### src/rtl/mult_stim_driver.sv
// Initiator/checker for the multiplier handshake wrapper: issues NTESTS operand pairs and scores each product.
// Build macro MULT_STIM_SIGNED_EN switches operands and expected value to two's complement.
//
// state | meaning
// IDLE  | after reset, waiting for start
// SEND  | operands presented, in_valid_o high until the wrapper takes them
// RECV  | out_ready_o high, waiting for the product; watchdog running
// DONE  | run finished or aborted; done held until next start
module mult_stim_driver #(
    parameter int NBIT    = 8,
    parameter int NTESTS  = 16,
    parameter int A_START = 3,
    parameter int A_STEP  = 1,
    parameter int B_START = 5,
    parameter int B_STEP  = 0,
    parameter int TIMEOUT = 64
) (
    input  logic              clk,
    input  logic              rst,
    input  logic              start,
    output logic [NBIT-1:0]   a_o,
    output logic [NBIT-1:0]   b_o,
    output logic              in_valid_o,
    input  logic              in_ready_i,
    input  logic [2*NBIT-1:0] y_i,
    input  logic              out_valid_i,
    output logic              out_ready_o,
    output logic              busy,
    output logic              done,
    output logic              timeout,
    output logic [15:0]       pass_cnt,
    output logic [15:0]       err_cnt
);
    typedef enum logic [1:0] {IDLE, SEND, RECV, DONE} state_t;

    localparam logic [NBIT-1:0] A0      = NBIT'(A_START);
    localparam logic [NBIT-1:0] A_INC   = NBIT'(A_STEP);
    localparam logic [NBIT-1:0] B0      = NBIT'(B_START);
    localparam logic [NBIT-1:0] B_DEC   = NBIT'(B_STEP);
    localparam logic [15:0]     K_LAST  = 16'(NTESTS - 1);
    localparam logic [15:0]     WD_LAST = 16'(TIMEOUT - 1);

    state_t            state, state_nxt;
    logic [15:0]       k;
    logic [15:0]       wdog;
    logic [2*NBIT-1:0] expected;
    logic [2*NBIT-1:0] product;
    logic              start_ok;
    logic              in_xfer;
    logic              out_xfer;
    logic              last;

`ifdef MULT_STIM_SIGNED_EN
    logic signed [2*NBIT-1:0] a_ext, b_ext, p_signed;
    assign a_ext    = {{NBIT{a_o[NBIT-1]}}, a_o};
    assign b_ext    = {{NBIT{b_o[NBIT-1]}}, b_o};
    assign p_signed = a_ext * b_ext;
    assign product  = p_signed;
`else
    assign product = {{NBIT{1'b0}}, a_o} * {{NBIT{1'b0}}, b_o};
`endif

    assign start_ok    = start && ((state == IDLE) || (state == DONE));
    assign in_xfer     = (state == SEND) && in_ready_i;
    assign out_xfer    = (state == RECV) && out_valid_i;
    assign last        = (k == K_LAST);

    assign in_valid_o  = (state == SEND);
    assign out_ready_o = (state == RECV);
    assign busy        = (state == SEND) || (state == RECV);
    assign done        = (state == DONE);

    always_comb begin
        state_nxt = state;
        case (state)
            IDLE, DONE: if (start) state_nxt = SEND;
            SEND:       if (in_ready_i) state_nxt = RECV;
            RECV: begin
                if (out_valid_i)          state_nxt = last ? DONE : SEND;
                else if (wdog == WD_LAST) state_nxt = DONE;
            end
            default:    state_nxt = IDLE;
        endcase
    end

    always_ff @(posedge clk or negedge rst) begin
        if (!rst) state <= IDLE;
        else      state <= state_nxt;
    end

    always_ff @(posedge clk or negedge rst) begin
        if (!rst) begin
            k        <= '0;
            wdog     <= '0;
            a_o      <= '0;
            b_o      <= '0;
            expected <= '0;
            pass_cnt <= '0;
            err_cnt  <= '0;
            timeout  <= 1'b0;
        end else begin
            if (start_ok) begin
                k        <= '0;
                a_o      <= A0;
                b_o      <= B0;
                pass_cnt <= '0;
                err_cnt  <= '0;
                timeout  <= 1'b0;
            end
            if (in_xfer) begin
                expected <= product;
                wdog     <= '0;
            end
            // Operands advance incrementally; wrap modulo 2^NBIT falls out of the adder width.
            if (out_xfer) begin
                if (y_i == expected) begin
                    if (pass_cnt != 16'hFFFF) pass_cnt <= pass_cnt + 16'd1;
                end else if (err_cnt != 16'hFFFF) begin
                    err_cnt <= err_cnt + 16'd1;
                end
                if (!last) begin
                    k   <= k + 16'd1;
                    a_o <= a_o + A_INC;
                    b_o <= b_o - B_DEC;
                end
            end else if (state == RECV) begin
                if (wdog == WD_LAST) timeout <= 1'b1;
                else                 wdog    <= wdog + 16'd1;
            end
        end
    end
endmodule

### config.mk
export PLATFORM = sky130hd
export DESIGN_NAME = mult_stim_driver
export DESIGN_NICKNAME = d
export VERILOG_FILES = /design/src/rtl/mult_stim_driver.sv
export SDC_FILE = /design/constraint.sdc
export NUM_CORES = 1
export LEC_CHECK = 0
export CAP_MARGIN = 20
export CORE_MARGIN = 2
export CORE_UTILIZATION = 45
export DETAILED_ROUTE_END_ITERATION = 16
export GPL_ROUTABILITY_DRIVEN = 0
export PLACE_DENSITY_LB_ADDON = 0.3
export SLEW_MARGIN = 30
export SYNTH_ARGS = -nofsm -noshare
export SYNTH_HDL_FRONTEND = slang
export SYNTH_SLANG_ARGS = --single-unit
### constraint.sdc
create_clock -name clk -period 2.9 [get_ports clk]
set_input_delay 0.87 -clock clk [delete_from_list [all_inputs] [get_ports clk]]
set_output_delay 0.87 -clock clk [all_outputs]
set_load 0.03 [all_outputs]
* Yosys cells after proc, flatten, opt, wreduce, memory -nomap -nowiden *
Cells that the tools add are included.

word-level totals
  register bits after elaboration = 99
  input port bits = 21
  output and inout port bits = 53
  word-level logic and storage cells = 66

cells by class
  $add $sub $neg = 5
  $mul = 1
  equality and inequality tests = 12
  mux-type cells = 31
  reductions and logical operators = 8

operator list
  operator               count
  $mux 16                15
  $add 16x1->16 const B  4
  $mux 8                 6
  $ne 16x16->1 const B   2
  $eq 16x16->1           1
  $eq 16x4->1 const B    1
  $eq 16x6->1 const B    1
  $mul 8x8->16           1
  $mux 2                 5
  $add 8x1->8 const B    1
  $pmux 2 s3             1
  $eq 2x2->1 const B     2
  $mux 1                 4
  $ne 2x1->1 const B     2
  $logic_and 1x1->1      3
  $ne 3x2->1 const B     1
  $reduce_and 3->1       1
  $eq 2x1->1 const B     1
  $logic_not 2->1        1
  $logic_or 1x1->1       2
  $ne 2x2->1 const B     1
  $reduce_or 2->1        1

* Longest topological paths before layout *
Gate-level depths: netlist (run 1).

  depth after elaboration = 7
  mapped depth = 12
  gate-level depth less buffers = 11

* Least setup slack after synthesis (run 1) *
No wires, ideal clock.

  kind = reg-to-reg
  start = register b_o[0]
  end = register expected[9]
  library setup time = 136 ps
  arrival time = 2429 ps
  data required time = 2764 ps
  path slack = 335 ps
  cell stages (with the launch flop) = 11
  buffers on the path = 1
  clock period less this slack = 2565 ps
  path through = dfrtp_1 -> clkbuf_1 -> and2_1 -> ha_1 -> ha_1 -> ha_1 -> a21oi_1 -> o21bai_1 -> a21oi_1 -> xor2_1 -> o21ai_0

on the way
  word-level cells in the longest chain between the ends = 1

ends and longest elaborated chain
  element                   RTL line  source
  start: declaration        22        output logic [NBIT-1:0] b_o,
  start signal: assignment  124       b_o <= b_o - B_DEC;
  $mul 8x8->16              60        assign product = {{NBIT{1'b0}}, a_o} * {{NBIT{1'b0}}, b_o};
  end signal: assignment    111       expected <= product;
  end: declaration          46        logic [2*NBIT-1:0] expected;

Every way passes these cells.
A chain may end at the register's enable or synchronous reset.

* Worst setup path in the final report (run 1) *
  start = register state[0]
  end = output port busy

on the way
  word-level cells in the longest chain between the ends = 2
  elaborated cells between the ends (all ways) = 3
  those cells by class = 2 x eq/ne; 1 x reduce/logical

ends and longest elaborated chain
  element                                          RTL line  source
  start: declaration                               43        state_t state, state_nxt;
  start signal: assignment                         88        else state <= state_nxt;
  $eq 2x1->1 / $eq 2x2->1 (equally long branches)  70        assign busy = (state == SEND) || (state == RECV);
  $logic_or 1x1->1 (*)                             70
  end: declaration                                 28        output logic busy,

Mark *: on every way between the ends. The rest lies on a longest branch, timed or not.

==> results of run 1 <==
[area by class of cell]
class                           instances  area (sq um)
Sequential cell                        87          2177
Multi-Input combinational cell        459          2868
Clock buffer                           13         270.3
Timing Repair Buffer                   92         868.3
Clock inverter                          3         40.04
Fill cell                             999          4907
Tap cell                              143         178.9
Inverter                               16         60.06
[worst paths after layout]
path                       depth (start not counted)     endpoint  startpoint
max in group asynchronous                          2  err_cnt[12]         rst
hold / removal                                     1        k[15]       k[15]
min in group asynchronous                          1      timeout         rst
setup / recovery                                   4         busy    state[0]
hold reg to reg                                    1        k[15]       k[15]
setup reg to reg                                   9  expected[9]      b_o[0]
[routing by layer]
metal | routed length [microns] | share of wire [%] | GRT usage, %
met2 | 5857 | 48 | 32.69
met4 | 201 | 1.6 | 7.901
met5 | 0 | 0 | 0
met3 | 544 | 4.5 | 4.246
met1 | 5612 | 46 | 27.32
[through the flow]
step	cells	power [mW]	setup slack (ns)	hold WS, ns
after floorplan	590	2.114	0.3352	0.4468
after global placement	797	2.478	0.05895	0.4709
after detailed placement	797	2.510	0.001036	0.4688
after CTS	813	3.735	0.1102	0.4840
after global routing	813	3.914	0.01440	0.5096
final	813	3.713	0.1136	0.4782
[state kept, by name, indices dropped and copies added (netlist names)]
name,flops
a_o,8
b_o,1
err_cnt,16
expected,11
k,16
pass_cnt,16
state,2
timeout,1
wdog,16
[synth_stat cells (3+ instances only)]
master                     number
sky130_fd_sc_hd__buf_4          7
sky130_fd_sc_hd__a21oi_1       18
sky130_fd_sc_hd__and2_1        13
sky130_fd_sc_hd__nand2b_1       5
sky130_fd_sc_hd__nor3_1         9
sky130_fd_sc_hd__mux2_2         5
sky130_fd_sc_hd__ha_1          23
sky130_fd_sc_hd__nand3_1       45
sky130_fd_sc_hd__o31ai_1        4
sky130_fd_sc_hd__clkbuf_1      12
sky130_fd_sc_hd__a22o_1         4
sky130_fd_sc_hd__inv_1         16
sky130_fd_sc_hd__o21bai_1       3
sky130_fd_sc_hd__nor4_1         6
sky130_fd_sc_hd__o21ai_1        9
sky130_fd_sc_hd__nand2_1       72
sky130_fd_sc_hd__xnor2_1       15
sky130_fd_sc_hd__nor2_1        36
sky130_fd_sc_hd__and3_1        21
sky130_fd_sc_hd__xor2_1        12
sky130_fd_sc_hd__a31oi_1       10
sky130_fd_sc_hd__or3_1          6
sky130_fd_sc_hd__and4_1         3
sky130_fd_sc_hd__o21ai_0       64
sky130_fd_sc_hd__dfrtp_1       87
sky130_fd_sc_hd__nand4_1       17
sky130_fd_sc_hd__mux2i_1        8
sky130_fd_sc_hd__a21o_1         5
sky130_fd_sc_hd__buf_2          8
[kinds of logic after synthesis]
group           count (synthesis)
xor+xnor                       27
fa+ha+maj                      24
compound gates                138
buf+inv                        44
mux                            14
flops                          87
simple gates                  250
other cells                     1
[where the power goes]
part           leakage, nW  switching [mW]  total (mW)  internal, mW
combinational         1.51           0.655        1.09         0.432
clock                0.156           0.479        1.21         0.736
sequential            1.18           0.107        1.41          1.30
[worst reg2reg max path, stage by stage, from the launching register on]
cell and delay (ns):
sky130_fd_sc_hd__dfrtp_1 0.59, sky130_fd_sc_hd__and2_1 0.25, sky130_fd_sc_hd__ha_1 0.25, sky130_fd_sc_hd__ha_1 0.30
sky130_fd_sc_hd__ha_1 0.34, sky130_fd_sc_hd__a21oi_1 0.23, sky130_fd_sc_hd__o21bai_1 0.09, sky130_fd_sc_hd__a21oi_1 0.18
sky130_fd_sc_hd__xor2_1 0.15, sky130_fd_sc_hd__o21ai_0 0.08
[cells in the final DEF (no fill, tap or decap), types with 3 or more instances in the layout]
| cell type | netlist | final |
|---|---|---|
| sky130_fd_sc_hd__nand4_1 | 17 | 17 |
| sky130_fd_sc_hd__o21ai_0 | 64 | 64 |
| sky130_fd_sc_hd__nand2b_1 | 5 | 5 |
| sky130_fd_sc_hd__xnor2_1 | 15 | 15 |
| sky130_fd_sc_hd__a21o_1 | 5 | 5 |
| sky130_fd_sc_hd__ha_1 | 23 | 23 |
| sky130_fd_sc_hd__clkdlybuf4s50_1 | 0 | 66 |
| sky130_fd_sc_hd__o31ai_1 | 4 | 4 |
| sky130_fd_sc_hd__buf_4 | 7 | 25 |
| sky130_fd_sc_hd__nand2_1 | 72 | 72 |
| sky130_fd_sc_hd__xor2_1 | 12 | 12 |
| sky130_fd_sc_hd__a21oi_1 | 18 | 18 |
| sky130_fd_sc_hd__mux2i_1 | 8 | 8 |
| sky130_fd_sc_hd__o21bai_1 | 3 | 3 |
| sky130_fd_sc_hd__mux2_2 | 5 | 5 |
| sky130_fd_sc_hd__conb_1 | 1 | 6 |
| sky130_fd_sc_hd__a22o_1 | 4 | 4 |
| sky130_fd_sc_hd__inv_1 | 16 | 16 |
| sky130_fd_sc_hd__dfrtp_1 | 87 | 87 |
| sky130_fd_sc_hd__nor3_1 | 9 | 9 |
| sky130_fd_sc_hd__nand3_1 | 45 | 45 |
| sky130_fd_sc_hd__clkbuf_16 | 0 | 9 |
| sky130_fd_sc_hd__a31oi_1 | 10 | 10 |
| sky130_fd_sc_hd__and2_1 | 13 | 13 |
| sky130_fd_sc_hd__or3_1 | 6 | 6 |
| sky130_fd_sc_hd__nor4_1 | 6 | 6 |
| sky130_fd_sc_hd__o21ai_1 | 9 | 9 |
| sky130_fd_sc_hd__and4_1 | 3 | 3 |
| sky130_fd_sc_hd__and3_1 | 21 | 21 |
| sky130_fd_sc_hd__clkbuf_8 | 0 | 3 |
| sky130_fd_sc_hd__nor2_1 | 36 | 36 |
==> run metrics, run 1 <==
cell-by-cell trace of the critical path=inv_1, ha_1, inv_1, clkdlybuf4s50_1; initial standard-cell utilization of the core=45.94%; XOR/XNOR Fraction of Synth Area=4.527%; compound-gate portion of the synthesized area=16.10%; startpoint type of the worst setup path=flop; sequential element share of the synthesized area=41.68%; reported max-cap violation count=0; synthesis-to-layout area growth=23.71%; Yosys top cell area share=41.68%; CTS Root Buffer Type=sky130_fd_sc_hd__clkbuf_16; full die area=12490 sq um; area of all placed cells without fillers=6462 sq um; number of design-rule violations left by the first detailed-router iteration=351; final-layout setup total negative slack=0 ns; post-synthesis share of cell area spent on full adders, half adders and majority gates=5.892%; initial antenna violation count=0; TritonCTS Buffers=9; library cell occupying the most area in the post-synthesis netlist=sky130_fd_sc_hd__dfrtp_1; buffer and inverter count on the worst path=3; Power Dens Cells=574.5 nW/um^2; CP max-delay cell=sky130_fd_sc_hd__clkdlybuf4s50_1; final core occ=56.84%; maximum number of pins on one net before global-route repair=46; Post-DP HPWL=8916 microns; standard cell core area=11370 sq um; top flip-flop cell by instance count after synthesis=sky130_fd_sc_hd__dfrtp_1; clock tree from TritonCTS=built; LEAKAGE=2.851 nW; Ant. Diodes=0; number of buffers added to fix hold violations after cts=0; DR vias/cell=5.690; Worst Tran Pin Value=0.7623 ns; Setup Buffers After CTS=0; post-detailed-routing wire length=12220 microns; netlist area before placement=5224 sq um; post-synthesis mux area share=2.826%; die extent in x=111.7 microns; CP top delay family=buffers and inverters; Slew HR=48.79%; data required time at the worst endpoint=2.03 ns; Post-CTS Resized=0; Area after DPL=6152 sq um; count of cell types in the netlist=63; setup repair after global routing missed its margin=false; time the final worst path needs with I/O delays and setup=2.786 ns; Hold Violations, Final=0; deepest clock path buffer count=2; run status=finished, final reports clean; largest family of logic cells by synthesized area=simple AND/OR/NAND/NOR gates; largest cells by area after synthesis=sky130_fd_sc_hd__dfrtp_1 42%, sky130_fd_sc_hd__o21ai_0 6.1%, sky130_fd_sc_hd__ha_1 5.5%; number of vias after detailed routing=4626; Post-Synth Simple-Gate Area=24.91%; count of final setup violators=0; Final nets=710; via count of the first global-routing pass=4379; number of storage elements in the synthesis netlist=87; remaining global-route overflow=0; final max-slew violation count=0; total routing usage reported by global routing=20.42%; Mean Syn Cell Area=8.930 sq um; clock slew at reported path FFs=0.06 ns; arrival time at the worst endpoint=1.92 ns; share of synthesized flip-flops with an asynchronous set or reset=100.0%; standard-cell rows=39; class of the tightest hold or removal check=reg2reg; first-pass GRT wire length=21030 microns; number of enable flip-flop cells after synthesis=0; source-to-sink clock delay at the later pin of the worst-skew pair=0.35 ns; total number of yosys warnings=0; number of cells produced by synthesis=585; post-route antenna net violation count=0; Final Skew=0.008291 ns; slowest cell delay on critical path=0.67 ns; sort of element at the end of the critical path=output pin; Port Buffer Count=67; number of I/O pins=74; drt wl/cell=15.03 microns; fmax=358.9 MHz; Residual DRC=0; sink count of the clock tree=87; maximum ir drop on the vdd rail=417.8 uV; fraction of the cycle the final worst path needs=96.08%; number of levels in the clock H-tree=3; kind of critical path=reg2out; DR pass1 iterations=5; Top cell by count, worst path=sky130_fd_sc_hd__inv_1; R2R setup slack=0.30 ns; Die Y=111.7 microns; layout cell share with drive strength beyond 1=8.806%; maximum fanout along the worst path=4
No activity file was read; power rests on OpenSTA's default activity.
==> run 2: changes to the inputs <==
PLACE_DENSITY = 0.7   (was unset)
PLACE_DENSITY_LB_ADDON = unset   (was 0.3)
==> run metrics, run 2 (synthesis results as in run 1) <==
run status=finished, final reports clean; post-route antenna net violation count=0; via count of the first global-routing pass=4574; full die area=12490 sq um; layout cell share with drive strength beyond 1=9.050%; kind of critical path=reg2out; arrival time at the worst endpoint=1.91 ns; sink count of the clock tree=87; number of standard cells in the layout, taps in and fillers out=817; remaining global-route overflow=0; most common cell after layout, fill and taps aside=sky130_fd_sc_hd__dfrtp_1; TritonCTS Buffers=9; commonest cells after routing, fill and taps aside=87 x sky130_fd_sc_hd__dfrtp_1, 72 x sky130_fd_sc_hd__nand2_1, 66 x sky130_fd_sc_hd__clkdlybuf4s50_1; reported max-cap violation count=0; setup repair after global routing missed its margin=false; total routing usage reported by global routing=21.43%; number of design-rule violations left by the first detailed-router iteration=442; Final nets=714; DR pass1 iterations=6; time the final worst path needs with I/O delays and setup=2.781 ns; maximum fanout along the worst path=4; Power Dens Cells=578.2 nW/um^2; Die Y=111.7 microns; fraction of the cycle the final worst path needs=95.90%; number of vias after detailed routing=4668; area used by multi-input combinational logic=2868 sq um; drt wl/cell=15.59 microns; number of I/O pins=74; maximum number of pins on one net before global-route repair=33; standard-cell rows=39; Residual DRC=0; initial standard-cell utilization of the core=45.94%; Post-DP HPWL=9239 microns; startpoint type of the worst setup path=flop; maximum ir drop on the vdd rail=457.6 uV; fmax=359.6 MHz; CTS Root Buffer Type=sky130_fd_sc_hd__clkbuf_16; source-to-sink clock delay at the later pin of the worst-skew pair=0.34 ns; LEAKAGE=2.870 nW; post-detailed-routing wire length=12740 microns; data required time at the worst endpoint=2.03 ns; sort of element at the end of the critical path=output pin; total power=3.759 mW; DR vias/cell=5.714; Slew HR=47.22%; standard cell core area=11370 sq um; number of levels in the clock H-tree=3; Final Skew=0.006411 ns; FF+latch area=2177 sq um; clock slew at reported path FFs=0.06 ns; die extent in x=111.7 microns; clock tree from TritonCTS=built; count of final setup violators=0; initial antenna violation count=0; final max-slew violation count=0; class of the tightest hold or removal check=in2async; Worst Tran Pin Value=0.7890 ns; Ant. Diodes=0; deepest clock path buffer count=2; Setup Buffers After CTS=0; number of buffers added to fix hold violations after cts=0; cell total after placement=801; fill count=994; Hold Violations, Final=0; first-pass GRT wire length=21990 microns; Port Buffer Count=67; Post-CTS Resized=0; synthesis-to-layout area growth=24.46%
run 2: worst max-delay path, stage by stage (launching register included):
cell and delay (ns):
sky130_fd_sc_hd__dfrtp_1 0.40, sky130_fd_sc_hd__inv_1 0.06, sky130_fd_sc_hd__ha_1 0.34, sky130_fd_sc_hd__inv_1 0.10, sky130_fd_sc_hd__clkdlybuf4s50_1 0.67
run 2: per-stage QoR:
stage	setup slack (ns)	TNS (ns)	util, %	hold WS (ns)	instance area (sq um)
after CTS	0.1288	0	57.18	0.4419	6501
after detailed placement	-0.08605	-0.5631	54.48	0.4917	6195
after global routing	0.03857	0	57.18	0.4500	6501
final	0.1189	0	57.18	0.4337	6501
after floorplan	0.3352	0	-	0.4468	5243
after global placement	-0.03529	-0.08993	54.39	0.4717	6183
run 2: worst paths after layout:
kind / from / to / slack (ns) / depth (start not counted)
max in group asynchronous: rst / pass_cnt[15] / 1.86 / 2
hold reg to reg: a_o[7] / a_o[7] / 0.50 / 1
min in group clk: a_o[7] / a_o[7] / 0.50 / 1
setup reg to reg: b_o[0] / expected[9] / 0.30 / 9
setup / recovery: state[0] / busy / 0.12 / 4
hold / removal: rst / wdog[13] / 0.43 / 1
run 2: layout make-up:
class                      instances  share of cell area, %
clock inverter                     4                  1.078
tap                              143                  2.752
clock buffer                      12                  3.637
inverter                          16                 0.9238
multi-input combinational        459                  44.11
timing repair buffer              96                  14.01
sequential                        87                  33.49
run 2: where the power goes:
part           switching, mW  internal (mW)  leakage [nW]
logic                  0.663          0.467          1.54
registers              0.105           1.30          1.18
clock network          0.468          0.753         0.151
run 2: metal layers:
metal  GRT usage [%]  wire length [microns]  up-vias
met3           3.266                    496       22
met1           29.60                   5909     2258
met4           8.313                    209        0
met2           34.14                   6122      119
li1                -                      -     2269
met5               0                      0        -
==> run 3: changes to the inputs <==
CAP_MARGIN = 30   (was 20)
==> results of run 3 <==
Final layout, timing and power as in run 2 (identical DEF).
